### src/rtl/board_scan_if.sv
// Cell-record stream from board_scan to its consumer.
// Handshake: a record transfers on a rising clk edge with out_valid && out_ready; while out_valid is high and out_ready low, out_addr/out_data hold stable.
interface board_scan_if;
    logic       out_valid;
    logic       out_ready;
    logic [5:0] out_addr;
    logic [1:0] out_data;

    modport master (output out_valid, output out_addr, output out_data, input out_ready);
    modport slave  (input out_valid, input out_addr, input out_data, output out_ready);
endinterface

### src/rtl/board_scan.sv
// Read-only board scanner: walks every RAM cell, streams (addr, data) records and
// tallies empty/black/white/invalid codes along the way.
module board_scan #(
    parameter int RD_LATENCY = 1,
    parameter int CELLS      = 64
) (
    input  logic         clk,
    input  logic         rst_n,
    input  logic         en,
    output logic [5:0]   ram_rd_addr,
    input  logic [1:0]   ram_rd_data,
    board_scan_if.master rec,
    output logic [6:0]   cnt_empty,
    output logic [6:0]   cnt_black,
    output logic [6:0]   cnt_white,
    output logic [6:0]   cnt_invalid,
    output logic         busy,
    output logic         done,
    output logic [1:0]   dbg_state
);
    typedef enum logic [1:0] {
        S_IDLE  = 2'd0,
        S_ISSUE = 2'd1,
        S_OUT   = 2'd2,
        S_DONE  = 2'd3
    } state_e;

    state_e     state_q, state_d;
    logic [5:0] idx_q, idx_d;
    logic [5:0] rd_addr_q, rd_addr_d;
    logic [5:0] out_addr_q, out_addr_d;
    logic [1:0] out_data_q, out_data_d;
    logic [1:0] wait_q, wait_d;
    logic [6:0] cnt_q [4];
    logic [6:0] cnt_d [4];
    logic       wait_last;
    logic       last_cell;

    assign wait_last = (wait_q == 2'(RD_LATENCY));
    assign last_cell = (idx_q == 6'(CELLS - 1));

    always_ff @(posedge clk or negedge rst_n) begin
        if (!rst_n) state_q <= S_IDLE;
        else        state_q <= state_d;
    end

    // Dropping en anywhere mid-scan aborts straight to IDLE, ahead of any capture or handshake.
    always_comb begin
        state_d = state_q;
        case (state_q)
            S_IDLE:  if (en) state_d = S_ISSUE;
            S_ISSUE: if (!en) state_d = S_IDLE;
                     else if (wait_last) state_d = S_OUT;
            S_OUT:   if (!en) state_d = S_IDLE;
                     else if (rec.out_ready) state_d = last_cell ? S_DONE : S_ISSUE;
            S_DONE:  if (!en) state_d = S_IDLE;
            default: state_d = S_IDLE;
        endcase
    end

    always_comb begin
        idx_d      = idx_q;
        wait_d     = wait_q;
        rd_addr_d  = rd_addr_q;
        out_addr_d = out_addr_q;
        out_data_d = out_data_q;
        for (int i = 0; i < 4; i++) cnt_d[i] = cnt_q[i];
        case (state_q)
            S_IDLE: if (en) begin
                idx_d  = '0;
                wait_d = '0;
                for (int i = 0; i < 4; i++) cnt_d[i] = '0;
            end
            S_ISSUE: if (en) begin
                if (wait_last) begin
                    out_addr_d              = idx_q;
                    out_data_d              = ram_rd_data;
                    cnt_d[ram_rd_data]      = cnt_q[ram_rd_data] + 7'd1;
                end else begin
                    wait_d = wait_q + 2'd1;
                end
            end
            S_OUT: if (en && rec.out_ready && !last_cell) begin
                idx_d     = idx_q + 6'd1;
                rd_addr_d = idx_q + 6'd1;
                wait_d    = '0;
            end
            default: ;
        endcase
        // The read address moves only when a new ISSUE starts, so a registered RAM sees it stable.
        if (state_d == S_IDLE) rd_addr_d = '0;
    end

    always_ff @(posedge clk or negedge rst_n) begin
        if (!rst_n) begin
            idx_q      <= '0;
            wait_q     <= '0;
            rd_addr_q  <= '0;
            out_addr_q <= '0;
            out_data_q <= '0;
            for (int i = 0; i < 4; i++) cnt_q[i] <= '0;
        end else begin
            idx_q      <= idx_d;
            wait_q     <= wait_d;
            rd_addr_q  <= rd_addr_d;
            out_addr_q <= out_addr_d;
            out_data_q <= out_data_d;
            for (int i = 0; i < 4; i++) cnt_q[i] <= cnt_d[i];
        end
    end

    always_comb begin
        rec.out_valid = 1'b0;
        busy          = 1'b0;
        done          = 1'b0;
        case (state_q)
            S_ISSUE: busy = 1'b1;
            S_OUT: begin
                busy          = 1'b1;
                rec.out_valid = 1'b1;
            end
            S_DONE:  done = 1'b1;
            default: ;
        endcase
    end

    assign rec.out_addr = out_addr_q;
    assign rec.out_data = out_data_q;
    assign ram_rd_addr  = rd_addr_q;
    assign cnt_empty    = cnt_q[0];
    assign cnt_black    = cnt_q[1];
    assign cnt_white    = cnt_q[2];
    assign cnt_invalid  = cnt_q[3];
    assign dbg_state    = state_q;
endmodule

### src/flat_wrapper.sv
// flat-port wrapper written by rule: the top's interface ports become plain ports
module board_scan_flat 
#(
    parameter int RD_LATENCY = 1,
    parameter int CELLS      = 64
)
  (clk, rst_n, en, ram_rd_addr, ram_rd_data, cnt_empty, cnt_black, cnt_white, cnt_invalid, busy, done, dbg_state, rec_out_valid, rec_out_addr, rec_out_data, rec_out_ready);
  board_scan_if rec_i ();
  input  logic clk;
  input  logic rst_n;
  input  logic en;
  output logic [5:0] ram_rd_addr;
  input  logic [1:0] ram_rd_data;
  output logic [6:0] cnt_empty;
  output logic [6:0] cnt_black;
  output logic [6:0] cnt_white;
  output logic [6:0] cnt_invalid;
  output logic busy;
  output logic done;
  output logic [1:0] dbg_state;
  output wire logic [$bits(rec_i.out_valid)-1:0] rec_out_valid;
  output wire logic [$bits(rec_i.out_addr)-1:0] rec_out_addr;
  output wire logic [$bits(rec_i.out_data)-1:0] rec_out_data;
  input wire logic [$bits(rec_i.out_ready)-1:0] rec_out_ready;
  assign rec_out_valid = rec_i.out_valid;
  assign rec_out_addr = rec_i.out_addr;
  assign rec_out_data = rec_i.out_data;
  assign rec_i.out_ready = rec_out_ready;
  board_scan #(.RD_LATENCY(RD_LATENCY), .CELLS(CELLS)) u_core (.clk(clk), .rst_n(rst_n), .en(en), .ram_rd_addr(ram_rd_addr), .ram_rd_data(ram_rd_data), .rec(rec_i), .cnt_empty(cnt_empty), .cnt_black(cnt_black), .cnt_white(cnt_white), .cnt_invalid(cnt_invalid), .busy(busy), .done(done), .dbg_state(dbg_state));
endmodule
### config.mk
export PLATFORM = sky130hd
export DESIGN_NAME = board_scan_flat
export DESIGN_NICKNAME = d
export VERILOG_FILES = /design/src/rtl/board_scan_if.sv /design/src/rtl/board_scan.sv /design/src/flat_wrapper.sv
export SDC_FILE = /design/constraint.sdc
export NUM_CORES = 1
export LEC_CHECK = 0
export BUFFER_PORTS_ARGS = -buffer_cell sky130_fd_sc_hd__buf_2
export CORE_UTILIZATION = 54
export DETAILED_ROUTE_END_ITERATION = 8
export HOLD_SLACK_MARGIN = 0.08
export PLACE_DENSITY = 0.79
export SYNTH_ARGS = -nofsm -noshare
export SYNTH_HDL_FRONTEND = slang
export SYNTH_SLANG_ARGS = --single-unit
### constraint.sdc
create_clock -name clk -period 2.5 [get_ports clk]
set_input_delay 0.125 -clock clk [delete_from_list [all_inputs] [get_ports clk]]
set_output_delay 0.125 -clock clk [all_outputs]
set_load 0.05 [all_outputs]
### Word-level counts from Yosys, hierarchy flattened

Cells that the tools add are included.

| word-level totals | value |
|---|---|
| register bits | 52 |
| input bits | 6 |
| logic and storage cells | 74 |
| output and inout bits | 47 |

| operators by class | value |
|---|---|
| equality and inequality tests | 10 |
| add/sub/neg operators | 3 |
| $lt $le $gt $ge | 2 |
| bitwise operators | 1 |
| multiplexer cells | 31 |
| reductions and logical operators | 17 |

Operators by type and width:

| kind | number |
|---|---|
| $mux 28 | 3 |
| $pmux 28 s2 | 1 |
| $bwmux 28 | 1 |
| $mux 6 | 4 |
| $mux 2 | 11 |
| $mux 7 | 3 |
| $bmux 7 s2 | 1 |
| $demux 7 s2 | 1 |
| $pmux 6 s2 | 1 |
| $pmux 2 s4 | 1 |
| $reduce_bool 2->1 | 4 |
| $add 7x1->7 const B | 1 |
| $add 6x1->6 const B | 1 |
| $eq 6x6->1 const B | 1 |
| $ne 2x2->1 const B | 3 |
| $pmux 2 s3 | 1 |
| $reduce_and 3->1 | 2 |
| $reduce_and 5->1 | 1 |
| $eq 2x1->1 const B | 2 |
| $eq 2x2->1 const B | 2 |
| $logic_not 2->1 | 2 |
| $ne 2x1->1 const B | 2 |
| $reduce_and 4->1 | 1 |
| $ge 3x3->1 const B | 1 |
| other kinds (9) | 13 |

### Longest topological paths before layout

| depth | value |
|---|---|
| depth in word-level cells | 9 |
| gate-level depth with buffers | 9 |
| mapped depth without buffers | 7 |

### Least setup slack after synthesis

Ideal clock, no wire load.

| path | value |
|---|---|
| path kind | register to register |
| from | register u_core.state_q[1], in the netlist u_core.dbg_state[1] |
| to | register u_core.rd_addr_q[2], in the netlist u_core.ram_rd_addr[2] |
| library setup time | 0.104 ns |
| arrival | 2.269 ns |
| cell stages (with the launch flop) | 8 |
| setup slack | 0.128 ns |
| required time | 2.396 ns |
| clock period less this slack | 2.372 ns |
| path buffers | 1 |
| cell sequence | dfrtp_1 -> ha_1 -> clkbuf_1 -> nor2_1 -> a21oi_1 -> a21oi_1 -> o21a_1 -> a221oi_1 |

| on the way | value |
|---|---|
| word-level cells in the longest chain between the ends | 6 |
| elaborated cells on any way between the ends | 16 |
| classes of those cells | eq/ne: 3; mux: 8; reduce/logical: 5 |

Ends and longest elaborated chain:

| what | RTL line | RTL |
|---|---|---|
| start: declaration | board_scan.sv:28 | `state_e state_q, state_d;` |
| start signal: assignment | board_scan.sv:44 | `else state_q <= state_d;` |
| $mux 2 (on tied branches) | board_scan.sv:55, board_scan.sv:53 |  |
| $mux 2 (on tied branches) | board_scan.sv:54, board_scan.sv:52 |  |
| $pmux 2 s4 | board_scan.sv:50 | `case (state_q)` |
| $logic_not 2->1 | board_scan.sv:91 | `if (state_d == S_IDLE) rd_addr_d = '0;` |
| $reduce_bool 2->1 (no source line) | n/a |  |
| $reduce_and 2->1 (no source line) | n/a |  |
| end signal: assignment | board_scan.sv:105 | `rd_addr_q <= rd_addr_d;` |
| end: declaration | board_scan.sv:30 | `logic [5:0] rd_addr_q, rd_addr_d;` |

Several ways; a longest one is shown, not always the timed one.
A chain may end at the register's enable or synchronous reset.

### Worst setup path in the final report

| path | value |
|---|---|
| from | register u_core.state_q[1], in the netlist u_core.dbg_state[1] |
| to | register u_core.cnt_q, in the netlist u_core.cnt_black[6] |

| on the way | value |
|---|---|
| word-level cells in the longest chain between the ends | 3 |
| elaborated cells on any way between the ends | 8 |
| classes of those cells | eq/ne: 4; mux: 1; reduce/logical: 3 |

Ends and longest elaborated chain:

| what | RTL line | RTL |
|---|---|---|
| $eq 2x1->1 or $logic_not 2->1 (tied branches) | board_scan.sv:68 | `case (state_q)` |
| $ne 2x1->1 (no source line) (tied with other cells) | n/a |  |
| $reduce_and 4->1 (no source line) | n/a |  |
| end: declaration | board_scan.sv:34 | `logic [6:0] cnt_q [4];` |

Several ways; a longest one is shown, not always the timed one.

==> metrics.md <==
| Metric | Value |
|---|---|
| Number of flops mapped to enable cells by yosys | `0` |
| Detailed-route DRC error count | `6` |
| Fin Setup TNS | `0 ps` |
| DRC marker count from the first detailed-route iteration | `190` |
| Full die area | `5000 um2` |
| Kind of end point of the critical path | `register` |
| Max Cap Violations | `0` |
| Crit-path max FO | `10` |
| Failing checks | `design-rule violations` |
| Number of antenna repair diodes | `0` |
| Hold path startpoint | `ram_rd_data[1]` |
| Min-Delay Endpoint | `u_core.rec.out_data[1]$_DFFE_PN0P_` |
| TritonCTS clock tree | `built` |
| Final setup vio count | `0` |
| Largest vdd supply drop | `0.920 mV` |
| Register-to-register path setup slack | `400 ps` |
| Yosys warning total | `0` |
| Latest clock arrival within the worst-skew pair | `290 ps` |
| Highest cell delay on the worst timing path | `470 ps` |
| Initial core utilization | `57.3%` |
| Main synth FF type | `dfrtp_1` |
| Actual slew at the worst max-slew pin | `855 ps` |
| Post-synth net total | `268` |
| Design internal power | `1.40 mW` |
| Share of cells above drive strength 1 | `23.7%` |
| Number of CTS-inserted buffers | `5` |
| Sum of overflow across all layers after global routing | `0` |
| Result of the run | `finished with violations` |
| Pin count of the biggest net entering global routing | `41` |
| Worst r2r src | `u_core.dbg_state[1]$_DFF_PN0_` |
| Initial antenna violation count | `0` |
| Sw Pwr | `1.08 mW` |
| Critical path startpoint category | `register` |
| Fraction of power consumed by the clock network | `17.8%` |
| Antenna viol nets, final | `0` |
| Worst Path Required | `2710 ps` |
| IO Count | `53` |
| Fraction of the yosys area taken by sequential cells | `51.1%` |
| Cell chosen for the clock root | `clkbuf_8` |
| RD Place Congestion | `0.884` |
| Final core utilization | `66.0%` |
| Final critical-path required period | `2100 ps` |
| Master of the slowest instance on the critical path | `or2_2` |
| Worst Hold Class | `in2reg` |
| Post-DR vias/cell | `5.71` |
| Area used by multi-input combinational logic | `1160 um2` |
| Worst setup path start | `u_core.dbg_state[1]$_DFF_PN0_` |
| Number of H-tree branching levels | `2` |
| CTS sink cnt | `52` |
| Vias after detailed routing | `2056` |
| Max Root-Sink Buffers | `2` |
| Die width | `70.7 um` |
| Syn avg cell area | `9.99 um2` |
| Relative slew slack | `43.0%` |
| Unrepaired setup endpoints after global routing | `no` |
| Asr flop ratio synth | `100%` |
| Depth of the most critical reg-to-reg path | `7` |
| Commonest cells after routing, fill and taps aside | `55 x nand2_1, 52 x buf_2, 52 x dfrtp_1` |
| Share of total power in combinational logic | `41.5%` |
| Setup Slack @ Placement | `420 ps` |
| Ratio of final minimum period to clock period | `84.2%` |
| Area Growth Syn to Fin | `15.0%` |
| Count of buffering cells on the critical path with inverters included | `1` |
| Die height | `70.7 um` |
| Number of global-route vias before repair | `1934` |
| Resize count post-CTS | `0` |
| Footprint of the flip-flops and latches | `1300 um2` |
| Number of search-and-repair iterations in the first detailed-routing pass | `6` |
| Number of pins exceeding their max-slew limit in the final report | `0` |
| Cells along the critical path | `inv_1 -> ha_1 -> nand3_1 -> or2_2 -> a21oi_1 -> o21ai_0 -> o31ai_1` |
| Num rows | `24` |
| Net count of the finished layout | `321` |
| Core region area | `4440 um2` |
| Synthesized instance count | `255` |
| Most common cell after layout, fill and taps aside | `nand2_1` |
| Hold slack final | `214 ps` |
| CP Depth | `7` |
| Reg2Reg Capture Point | `u_core.cnt_black[6]$_DFFE_PN0P_` |
| Dominant delay contributor by cell family on the critical path | `simple AND/OR/NAND/NOR gates` |
| PnR worst setup slack | `395 ps` |
| Total track usage | `24.5%` |
| Power density over the cells | `845 nW/um2` |
| Arrival time at the worst endpoint | `2310 ps` |
| Post-detailed-placement half-perimeter wirelength | `3990 um` |
| DRT Wirelength | `5590 um` |
| Clock-pin transition on the worst setup and hold timing paths | `90 ps` |
| Leakage | `1.55 nW` |
| Sequential Power Share | `40.7%` |
| Number of port buffers | `52` |
| Maximum clock frequency | `0.475 GHz` |
| Class of the most critical setup path | `reg2reg` |
| Number of filler instances in the final layout | `353` |
| Post-DR wirelength/cell | `15.5 um` |
| First-pass GRT wire length | `9600 um` |
| Post-synth design cell area | `2550 um2` |
| Skew final | `9.62 ps` |
| Register bit total from synthesis | `52` |
| Number of library cell types mapped by synthesis | `40` |
| Count of endpoints failing hold in the final timing report | `0` |
| Cell count of the worst hold path | `3` |
| Net Sw Frac | `43.5%` |
[registers in the layout (all words and copies together) (netlist names)]
| register | flops |
|---|---|
| u_core.cnt_black | 7 |
| u_core.cnt_empty | 7 |
| u_core.cnt_invalid | 7 |
| u_core.cnt_white | 7 |
| u_core.dbg_state | 2 |
| u_core.idx_q | 6 |
| u_core.ram_rd_addr | 6 |
| u_core.rec.out_addr | 6 |
| u_core.rec.out_data | 2 |
| u_core.wait_q | 2 |
[cells in the mapped netlist (all sizes together), types with 2 or more instances]
master / n / area, um2
dfrtp: 52 / 1300
and2: 2 / 15.0
xnor2: 3 / 26.3
nor2b: 2 / 12.5
and3: 4 / 25.0
mux2: 2 / 22.5
inv: 7 / 26.3
a22o: 2 / 17.5
mux4: 6 / 146
buf: 4 / 32.5
xor2: 5 / 51.3
o21ai: 37 / 185
ha: 7 / 87.6
o31ai: 4 / 30.0
o21a: 2 / 15.0
or2: 2 / 12.5
a21o: 3 / 22.5
mux2i: 3 / 30.0
nand2: 56 / 218
a21oi: 17 / 85.1
nand3: 6 / 30.0
nor2: 10 / 37.5
nand2b: 3 / 18.8
clkbuf: 7 / 27.5
[routing by layer]
metal | GRT usage (%) | wire length, um | vias up
met5 | 0 | 0 | -
met4 | 7.33 | 97 | 0
met3 | 4.56 | 308 | 10
met2 | 36.9 | 2550 | 78
met1 | 36.7 | 2640 | 977
li1 | - | - | 991
[power groups by stage]
stage	Combinational (mW)	Clock, mW	Sequential, mW
2_1_floorplan	0.559	0	1.24
3_3_place_gp	1.01	0	1.02
3_5_place_dp	1.02	0	1.02
4_1_cts	1.03	0.458	1.01
5_1_grt	1.12	0.481	1.03
6_report	1.03	0.442	1.01
[area by class of cell]
type,instances,share of cell area [%]
Tap cell,52,2.22
Clock buffer,6,2.48
Inverter,7,0.896
Multi-Input combinational cell,185,39.6
Clock inverter,1,0.171
Sequential cell,52,44.4
Timing Repair Buffer,57,10.2
[cells by family (layout without fill, tap and decap cells)]
| group | Yosys count | after routing | share of synthesized area, % |
|---|---|---|---|
| and+or+nand+nor | 87 | 87 | 15.0 |
| DFF | 52 | 52 | 51.1 |
| AOI/OAI and AO/OA | 72 | 72 | 16.3 |
| buffers and inverters | 18 | 71 | 3.39 |
| muxes | 11 | 11 | 7.81 |
| adders and majority gates | 7 | 7 | 3.44 |
| xor gates and xnor gates | 8 | 8 | 3.04 |
[worst max-delay path by stage]
stage,endpoint,slack (ps)
6_report,u_core.cnt_black[6]$_DFFE_PN0P_,400
5_1_grt,u_core.cnt_black[6]$_DFFE_PN0P_,210
2_1_floorplan,u_core.ram_rd_addr[2]$_DFFE_PN0P_,130
4_1_cts,u_core.cnt_black[6]$_DFFE_PN0P_,410
3_5_place_dp,u_core.cnt_black[6]$_DFFE_PN0P_,420
3_3_place_gp,u_core.cnt_white[6]$_DFFE_PN0P_,530
[worst reg2reg max path, cell delays in order, from the launching register on]
cell     delay (ps)
dfrtp_1         460
inv_1           120
ha_1            310
nand3_1         340
or2_2           470
a21oi_1         140
o21ai_0          90
o31ai_1          90
[metrics by stage]
step,area (um2),total power [mW],std cells
detailed placement,2840,2.05,352
global route,2930,2.62,360
floorplan,2550,1.80,255
finish,2930,2.48,360
CTS,2930,2.49,360
global placement,2840,2.03,352
[repair_timing]
item                      in CTS  in global routing
hold buffers                   1                  0
setup buffers                  0                  0
hold endpoints to repair      38                  0
Power figures use the tool's default switching activity.
